`src/rtl/fetch_controller.sv`:
```
// fetch_controller: single-outstanding-request instruction fetch unit.
// One request is in flight at a time. A fetched word is held on
// inst/inst_pc until decode consumes it (stall low), and redirects may
// arrive at any point; a redirect that lands while a request is in
// flight parks the unit in FLUSH so the stale response can drain
// without being presented to decode.
module fetch_controller #(
    parameter logic [63:0] RESET_PC = 64'h0000_0000_0040_0000
) (
    input  logic        clock,
    input  logic        reset,
    output logic        imem_req,
    output logic [63:0] imem_addr,
    input  logic        imem_ack,
    input  logic [31:0] imem_rdata,
    input  logic        redirect_valid,
    input  logic [63:0] redirect_pc,
    input  logic        stall,
    output logic        inst_valid,
    output logic [31:0] inst,
    output logic [63:0] inst_pc,
    output logic [63:0] pc,
    output logic [31:0] fetch_count
);

    typedef enum logic [1:0] {
        IDLE  = 2'd0,
        REQ   = 2'd1,
        HOLD  = 2'd2,
        FLUSH = 2'd3
    } state_t;

    state_t      state_reg, state_next;
    logic [63:0] pc_reg, pc_next;
    logic [63:0] addr_reg, addr_next;
    logic        req_reg, req_next;
    logic [31:0] inst_reg, inst_next;
    logic [63:0] inst_pc_reg, inst_pc_next;
    logic        valid_reg, valid_next;
    logic [31:0] count_reg, count_next;

    // Redirect targets are forced to word alignment; the dropped low
    // bits are deliberately ignored.
    logic [63:0] redirect_target;
    logic [1:0]  unused_redirect_low;

    assign redirect_target     = {redirect_pc[63:2], 2'b00};
    assign unused_redirect_low = redirect_pc[1:0];

    // Next-state and datapath decisions; redirect is always examined first
    // so it wins over ack, stall and consume.
    always_comb begin
        state_next   = state_reg;
        pc_next      = pc_reg;
        addr_next    = addr_reg;
        inst_next    = inst_reg;
        inst_pc_next = inst_pc_reg;
        valid_next   = valid_reg;
        count_next   = count_reg;

        case (state_reg)
            IDLE: begin
                // Exactly one cycle here after reset, then start fetching.
                state_next = REQ;
                if (redirect_valid) begin
                    pc_next    = redirect_target;
                    addr_next  = redirect_target;
                    valid_next = 1'b0;
                end else begin
                    addr_next = pc_reg;
                end
            end

            REQ: begin
                if (redirect_valid) begin
                    pc_next = redirect_target;
                    if (imem_ack) begin
                        // Response arrives with the redirect: drop it and
                        // go straight to the new target.
                        addr_next  = redirect_target;
                        state_next = REQ;
                    end else begin
                        // Request still in flight: keep its address on the
                        // bus and wait for it to drain.
                        state_next = FLUSH;
                    end
                end else if (imem_ack) begin
                    inst_next    = imem_rdata;
                    inst_pc_next = addr_reg;
                    valid_next   = 1'b1;
                    pc_next      = pc_reg + 64'd4;
                    state_next   = HOLD;
                end
            end

            HOLD: begin
                if (redirect_valid) begin
                    // Held instruction is squashed, not consumed.
                    pc_next    = redirect_target;
                    addr_next  = redirect_target;
                    valid_next = 1'b0;
                    state_next = REQ;
                end else if (!stall) begin
                    valid_next = 1'b0;
                    count_next = count_reg + 32'd1;
                    addr_next  = pc_reg;
                    state_next = REQ;
                end
            end

            FLUSH: begin
                if (redirect_valid) begin
                    pc_next = redirect_target;
                    if (imem_ack) begin
                        addr_next  = redirect_target;
                        state_next = REQ;
                    end
                end else if (imem_ack) begin
                    // Stale response discarded; refetch from the redirected pc.
                    addr_next  = pc_reg;
                    state_next = REQ;
                end
            end

            default: begin
                state_next = IDLE;
            end
        endcase

        // The request line is registered and simply tracks the states that
        // own an outstanding memory access.
        req_next = (state_next == REQ) || (state_next == FLUSH);
    end

    // State register with asynchronous reset.
    always_ff @(posedge clock or posedge reset) begin
        if (reset) begin
            state_reg <= IDLE;
        end else begin
            state_reg <= state_next;
        end
    end

    // Datapath registers; reset drops any in-flight request immediately.
    always_ff @(posedge clock or posedge reset) begin
        if (reset) begin
            pc_reg      <= RESET_PC;
            addr_reg    <= RESET_PC;
            req_reg     <= 1'b0;
            inst_reg    <= 32'd0;
            inst_pc_reg <= 64'd0;
            valid_reg   <= 1'b0;
            count_reg   <= 32'd0;
        end else begin
            pc_reg      <= pc_next;
            addr_reg    <= addr_next;
            req_reg     <= req_next;
            inst_reg    <= inst_next;
            inst_pc_reg <= inst_pc_next;
            valid_reg   <= valid_next;
            count_reg   <= count_next;
        end
    end

    assign imem_req    = req_reg;
    assign imem_addr   = addr_reg;
    assign inst_valid  = valid_reg;
    assign inst        = inst_reg;
    assign inst_pc     = inst_pc_reg;
    assign pc          = pc_reg;
    assign fetch_count = count_reg;

endmodule
```
`config.mk`:
```
export PLATFORM = sky130hd
export DESIGN_NAME = fetch_controller
export DESIGN_NICKNAME = d
export VERILOG_FILES = /design/src/rtl/fetch_controller.sv
export SDC_FILE = /design/constraint.sdc
export NUM_CORES = 1
export LEC_CHECK = 0
export ABC_AREA = 1
export CAP_MARGIN = 20
export CORE_ASPECT_RATIO = 0.8
export CORE_MARGIN = 5
export CORE_UTILIZATION = 50
export CTS_BUF_LIST = sky130_fd_sc_hd__clkbuf_8
export CTS_CLUSTER_SIZE = 12
export DETAILED_ROUTE_END_ITERATION = 10
export PLACE_DENSITY_LB_ADDON = 0.15
export SYNTH_ARGS = -nofsm -noshare
export SYNTH_HDL_FRONTEND = slang
export SYNTH_SLANG_ARGS = --single-unit
```
`constraint.sdc`:
```
create_clock -name clock -period 27.9 [get_ports clock]
set_input_delay 5.58 -clock clock [delete_from_list [all_inputs] [get_ports clock]]
set_output_delay 5.58 -clock clock [all_outputs]
set_load 0.01 [all_outputs]
```
# Word-level counts from Yosys, hierarchy flattened
# Index checks and enable logic that the tools add are counted.
[word_totals]
regBits = 260
inputBits = 101
output_inout_bits = 258
word_cells = 56
[op_classes]
addsub = 2
n_eq_ne = 12
mux = 24
bitwise = 2
n_reduce_logical = 8
[ops]
columns = ["cell", "count"]
rows = [
  ["$mux W64", 9],
  ["$pmux W64 S4", 1],
  ["$pmux W64 S2", 1],
  ["$add A64 B3 Y64 const B", 1],
  ["$add A32 B1 Y32 const B", 1],
  ["$mux W2", 6],
  ["$ne A3 B3 Y1 const B", 3],
  ["$reduce_and A3 Y1", 3],
  ["$ne A2 B2 Y1 const B", 4],
  ["$pmux W2 S4", 1],
  ["$eq A2 B2 Y1 const B", 3],
  ["$mux W1", 5],
  ["$reduce_and A5 Y1", 1],
  ["$eq A2 B1 Y1 const B", 2],
  ["$pmux W1 S3", 1],
  ["$reduce_bool A3 Y1", 1],
  ["$reduce_or A3 Y1", 1],
  ["$logic_not A2 Y1", 1],
  ["$not A1 Y1", 2],
  ["$logic_or A1 B1 Y1", 1],
]

# Logic depth before layout (Yosys ltp)
# Gate-level depths: netlist (run 1).
[logic_depth]
ltp_word = 5
mapped_depth = 13
mapped_depth_nobuf = 13

# Least setup slack after synthesis (run 1)
# Ideal clock, no wire load.
[synth_timing]
path_kind = "input to register"
startpoint = "input port redirect_valid"
endpoint = "register pc_reg[53], in the netlist pc[53]"
setup_time_ps = 118
arrival_ps = 6634
required_ps = 27782
setup_slack_ps = 21148
path_stages = 11
path_buffers = 1
cell_sequence = "buf_6 -> nor2_8 -> nand3_2 -> nor2_4 -> nand2_2 -> nor2_4 -> nand2_1 -> clkinv_1 -> nand3_1 -> nand3_1 -> nand2_1"
[synth_between]
elab_chain_cells = 2
word_cells_on_any_way = 4
classes_between = "1 x eq/ne; 3 x mux"
[synth_lines]
columns = ["item", "line", "rtl"]
rows = [
  ["from (decl)", "16", "input logic redirect_valid,"],
  ["$mux W64, on equally long branches", "--", ""],
  ["$pmux W64 S2", "61", "case (state_reg)"],
  ["to (signal assigned)", "155", "pc_reg <= pc_next;"],
  ["to (decl)", "34", "logic [63:0] pc_reg, pc_next;"],
]
# Parallel ways exist; a longest one is shown, timed or not.
# A chain may end at the register's enable or synchronous reset.

# Final worst setup path (run 1)
[layout_timing]
startpoint = "input port redirect_valid"
endpoint = "register addr_reg[52], in the netlist imem_addr[52]"
[layout_between]
elab_chain_cells = 2
word_cells_on_any_way = 8
classes_between = "3 x eq/ne; 4 x mux; 1 x reduce/logical"
[layout_lines]
columns = ["item", "line", "rtl"]
rows = [
  ["$mux W64 (tied with other cells)", "112", "if (redirect_valid) begin"],
  ["$pmux W64 S4 / $reduce_and A3 Y1 (equally long branches)", "--", ""],
  ["to (signal assigned)", "156", "addr_reg <= addr_next;"],
  ["to (decl)", "35", "logic [63:0] addr_reg, addr_next;"],
]
# Parallel ways exist; a longest one is shown, timed or not.

==> flow_metrics.py, run 1 <==
metrics = {
    "status": {
        "status": "completed",
    },
    "place": {
        "io_buffers": 356,
        "dp_cells": 2382,
        "dpl.hpwl_microns": 35800,
        "placed_cell_area_sq_um": 17500,
        "globalplace.congestion": 0.974,
        "pre_cts_ws_ns": 18.91,
    },
    "logic_synthesis": {
        "synth_ff_type": "dfrtp_1",
        "synthTopCellsByArea": "dfrtp_1 46%, nand2_1 11%, o21ai_0 7.5%",
        "synth_top_area_share_pct": 46.5,
        "yosysWarnings": 0,
        "synthArstFlopShare_pct": 100,
        "ys_ff_latch": 259,
        "synthDistinctLibCells": 52,
        "synth_edf_count": 0,
        "synth-seq-area-share_pct": 46.9,
        "syn-mean-instance-area_sq_um": 7.97,
        "synth_fp_nets": 1840,
        "yosys.area.top_type": "dfrtp_1",
        "synth_area_sq_um": 13800,
        "synthCells": 1737,
    },
    "setup_path": {
        "required_ns": 28.36,
        "reg2reg_setup_slack_ns": 24.35,
        "cp_max_fo": 46,
        "worstSetupPathType": "input pin to flop",
        "critPathArrivalTime_ns": 9.05,
        "cpPeakStageDelay_ns": 0.98,
        "worst_path_dominant_cell_family": "buffers and inverters",
        "crit_path_cell_trace": "buf_4 > inv_2 > nand2_2 > nand2_1 > inv_2 > nand3_1 > o221ai_1 > nand2_1 > o21ai_0",
        "critical_path.endpoint_type": "flop",
        "start_kind": "input pin",
        "critPathBufInv": 3,
        "crit_slowest_cell": "inv_2",
    },
    "route": {
        "drc": 0,
        "wire_per_inst_microns": 20.1,
        "vias": 14000,
        "ant_nets": 0,
        "routed_wl_microns": 49600,
        "first_pass_iters": 8,
        "viasPerCell": 5.69,
        "drt_iter0_drc": 1319,
    },
    "power_and_ir_drop": {
        "power_per_cell_area_nw_per_um2": 83.0,
        "p_int_uw": 972,
        "swShare_pct": 36.4,
        "leakage_nw": 8.07,
        "pwr-share-seq_pct": 38.2,
        "power_mw": 1.53,
        "pwr-share-comb_pct": 40.0,
        "vdd_drop_max_mv": 0.0603,
        "clockPowerShare_pct": 21.8,
        "p_sw_uw": 557,
    },
    "sta": {
        "fin_ws_ns": 19.31,
        "max_slew_margin_pct": 27.4,
        "rsz0062_at_grt": "false",
        "setup_violations": 0,
        "tns_ns": 0,
        "final_hold_viol_count": 0,
        "whs_ns": 0.469,
        "drv_slew": 0,
        "clock-skew-final_ns": 0.0321,
        "worst_pin_slew_ns": 1.09,
        "period_needed_ns": 8.59,
        "fmax_mhz": 116,
        "post-route-period-util_pct": 30.8,
    },
    "floorplanning": {
        "die_x_microns": 196,
        "die-height_microns": 159,
        "die_area_sq_um": 31100,
        "coreArea_sq_um": 27300,
        "num_io_pins": 359,
        "initial_core_util_pct": 50.7,
        "num_rows": 54,
    },
    "clock_network": {
        "cts.sinks": 259,
        "cts_setup_buffers": 0,
        "cts_tree": "yes",
        "root_buffer": "clkbuf_8",
        "cts_resized": 0,
        "clkTransAtPathRegs_ns": 0.06,
        "cts_hold_buf": 0,
        "htree_levels": 2,
        "numCtsBuffers": 42,
        "insertion_delay_ns": 0.56,
        "clockBufferDepth": 3,
    },
    "hold_path": {
        "hp-class": "flop to flop",
    },
    "grt": {
        "antenna_found_initial": 8,
        "grt_start_max_net_pins": 115,
        "grt_first_pass_wirelength_microns": 76400,
        "grt-ovfl-total": 0,
        "grt_pass1_vias": 13200,
        "gr-usage-all-layers_pct": 30.6,
    },
    "layout": {
        "layout_commonest_cell": "nand2_1",
        "fin_cells": 2463,
        "design_area_sq_um": 18400,
        "finish.utilization_pct": 67.5,
        "drive_gt1_share_pct": 7.89,
        "layout.nets": 2166,
        "nFillCells": 2303,
        "area_delta_synth_final_pct": 33.2,
        "layout_common_cells": "392 x nand2_1, 354 x clkdlybuf4s50_1, 257 x dfrtp_1, 208 x o21ai_0, 196 x inv_1",
    },
    "job": {
        "cap_violations": 0,
    },
}
metal layers:
metal  vias up  global-route usage [%]  wire (microns)
met5         -                       0              39
met4         4                    9.87            1520
met3       109                    7.22            5260
met2       761                    45.6           21700
met1      6660                    44.3           21000
li1       6469                       -               -
synth_stat cells (all sizes together), types with 2 or more instances:
cell type and count:
nor3b 4, inv 191, o221ai 16, nor2 154
clkbuf 39, nor4 4, nand2 400, nand4 28
o31ai 6, a21oi 41, o21a 5, a21boi 3
nand3b 3, a31oi 3, clkinv 3, nand3 124
mux2 46, xnor2 5, a221oi 9, o21ai 216
o22a 11, o211ai 22, nor3 45, a32oi 3
dfstp 2, a2bb2oi 3, buf 45, xor2 23
o22ai 15, a22oi 3, ha 2, dfrtp 257
worst paths after layout:
path	from	end	cells past startpoint
max	redirect_valid	imem_addr[52]	9
min	fetch_count[31]	fetch_count[31]	1
max reg2reg	imem_req	pc[11]	10
min reg2reg	fetch_count[31]	fetch_count[31]	1
max in group asynchronous	reset	inst[5]	3
min in group asynchronous	reset	inst_pc[16]	2
kinds of logic after synthesis:
kind of cell,count (synthesis),share of synthesized area [%]
mux,47,3.82
flops,259,46.9
buf+inv,278,8.07
fa+ha+maj,2,0.181
simple gates,762,24.1
xor+xnor,28,1.77
compound gates,361,15.2
cell type report:
type                       instances  area, sq um  area share [%]
timing repair buffer             366         3640            19.8
multi-input combinational       1200         6250            33.9
clock inverter                    18         83.8           0.455
sequential                       259         6480            35.2
tap                              364          455            2.47
inverter                         194          736            3.99
antenna                            7         17.5          0.0951
clock buffer                      55          757            4.11
power by group through the flow:
stage,Combinational (mW),Clock [mW],Sequential (mW)
after global placement,0.600,0,0.583
final,0.612,0.333,0.585
after global routing,0.661,0.356,0.599
after CTS,0.613,0.339,0.583
after detailed placement,0.611,0,0.588
after floorplan,0.212,0,0.627
(Power assumes the default switching activity.)
==> inputs of run 2 (changes only) <==
- clock period: 27.9 -> 7.95 ns (I/O delays scaled with it)
==> run 2 against run 1 <==
Against the previous run: critical path depth rose by 1; global-route usage rose by 0.57 points; design area rose by 0.18%; register-to-register slack got worse by 20 ns; combinational power rose to 3.5 times the previous value; setup slack got worse by 16 ns; via count rose by 0.31%; utilization rose by 0.12 points; clock skew fell by 0.014 ns; die area did not move; hold slack improved by 0.015 ns; critical path type unchanged; critical endpoint is now imem_addr[28]; highest routed layer unchanged.
==> flow_metrics.py, run 2 (synthesis gave the netlist of run 1 again) <==
metrics = {
    "layout": {
        "nFillCells": 2275,
        "drive_gt1_share_pct": 7.96,
        "layout_common_cells": "392 x nand2_1, 354 x clkdlybuf4s50_1, 257 x dfrtp_1, 208 x o21ai_0, 201 x inv_1",
        "multi_input_area_sq_um": 6250,
        "layout.nets": 2170,
        "seqCellArea_sq_um": 6480,
        "layout_commonest_cell": "nand2_1",
        "area_delta_synth_final_pct": 33.4,
        "fin_cells": 2470,
    },
    "floorplanning": {
        "initial_core_util_pct": 50.7,
        "die-height_microns": 159,
        "coreArea_sq_um": 27300,
        "num_io_pins": 359,
        "die_area_sq_um": 31100,
        "num_rows": 54,
        "die_x_microns": 196,
    },
    "sta": {
        "worst_pin_slew_ns": 1.07,
        "whs_ns": 0.484,
        "tns_ns": 0,
        "fin_ws_ns": 3.46,
        "period_needed_ns": 4.49,
        "clock-skew-final_ns": 0.0181,
        "drv_slew": 0,
        "post-route-period-util_pct": 56.4,
        "rsz0062_at_grt": "false",
        "fmax_mhz": 223,
        "max_slew_margin_pct": 28.4,
        "final_hold_viol_count": 0,
        "setup_violations": 0,
    },
    "clock_network": {
        "numCtsBuffers": 44,
        "cts_hold_buf": 0,
        "root_buffer": "clkbuf_8",
        "cts_tree": "yes",
        "cts_setup_buffers": 0,
        "htree_levels": 2,
        "insertion_delay_ns": 0.56,
        "cts.sinks": 259,
        "clkTransAtPathRegs_ns": 0.06,
        "cts_resized": 0,
        "clockBufferDepth": 3,
    },
    "place": {
        "dp_cells": 2385,
        "io_buffers": 356,
        "pre_cts_ws_ns": 3.07,
        "globalplace.congestion": 0.951,
        "dpl.hpwl_microns": 35700,
    },
    "grt": {
        "grt_pass1_vias": 13400,
        "gr-usage-all-layers_pct": 31.1,
        "grt-ovfl-total": 0,
        "grt_first_pass_wirelength_microns": 77800,
        "antenna_found_initial": 9,
        "grt_start_max_net_pins": 146,
    },
    "hold_path": {
        "hp-class": "flop to flop",
        "min_path_cells": 1,
    },
    "power_and_ir_drop": {
        "vdd_drop_max_mv": 0.172,
        "power_mw": 5.39,
        "leakage_nw": 8.10,
        "power_per_cell_area_nw_per_um2": 292,
    },
    "setup_path": {
        "required_ns": 8.42,
        "critical_path.endpoint_type": "flop",
        "ff2ff_path_depth": 7,
        "cp_max_fo": 48,
        "worstSetupPathType": "input pin to flop",
        "reg2reg_setup_slack_ns": 4.47,
        "start_kind": "input pin",
        "critPathArrivalTime_ns": 4.95,
    },
    "route": {
        "drc": 0,
        "viasPerCell": 5.69,
        "routed_wl_microns": 49800,
        "vias": 14000,
        "wire_per_inst_microns": 20.2,
        "drt_iter0_drc": 1551,
        "first_pass_iters": 6,
        "ant_nets": 0,
    },
    "status": {
        "status": "completed",
    },
    "job": {
        "cap_violations": 0,
    },
}
==> run 2: cell types whose count changed in the layout (fill, tap and decap cells not counted), sizes merged <==
cell,before,now
buf,12,14
bufinv,0,1
clkbuf,55,52
clkinv,7,9
clkinvlp,0,1
inv,205,209
==> run 2: final timing paths <==
check,from,endpoint
max,redirect_valid,imem_addr[28]
min,fetch_count[31],fetch_count[31]
max reg2reg,imem_req,imem_addr[28]
min reg2reg,fetch_count[31],fetch_count[31]
max in group asynchronous,reset,fetch_count[28]
min in group asynchronous,reset,fetch_count[31]
==> run 2: worst max-delay path: stages <==
cell and delay (ns):
buf_4 0.48, inv_2 0.04, buf_4 0.28, nand2_2 0.20
nand2_1 0.58, inv_2 1.03, nand3_1 0.15, o31ai_1 0.14
nand2_1 0.23, o21ai_0 0.14
==> run 2: power breakdown <==
| part | total [mW] | internal (mW) | switching, mW | leakage (nW) |
|---|---|---|---|---|
| Clock | 1.19 | 0.631 | 0.562 | 0.513 |
| Sequential | 2.06 | 1.73 | 0.322 | 3.16 |
| Combinational | 2.15 | 1.06 | 1.09 | 4.43 |
| Total | 5.39 | 3.42 | 1.97 | 8.10 |
==> run 2: final cells by class <==
type / instances / share of cell area [%]
tap: 364 / 2.47
clock inverter: 26 / 0.800
inverter: 194 / 3.96
sequential: 259 / 35.1
multi-input combinational: 1200 / 33.9
antenna: 7 / 0.0949
clock buffer: 52 / 3.88
timing repair buffer: 368 / 19.8
==> run 2: per-layer routing <==
layer  GRT usage, %  wire (microns)  vias up
li1               -               -     6489
met1           45.6           21400     6673
met2           45.9           21500      784
met3           7.31            5320       97
met4           10.1            1520        4
met5              0              27        -
==> run 2: through the flow <==
stage	util, %	instance area, sq um
after CTS	67.6	18400
after global routing	67.6	18500
after floorplan	-	13800
final	67.6	18500
after detailed placement	64.4	17600
after global placement	64.4	17600
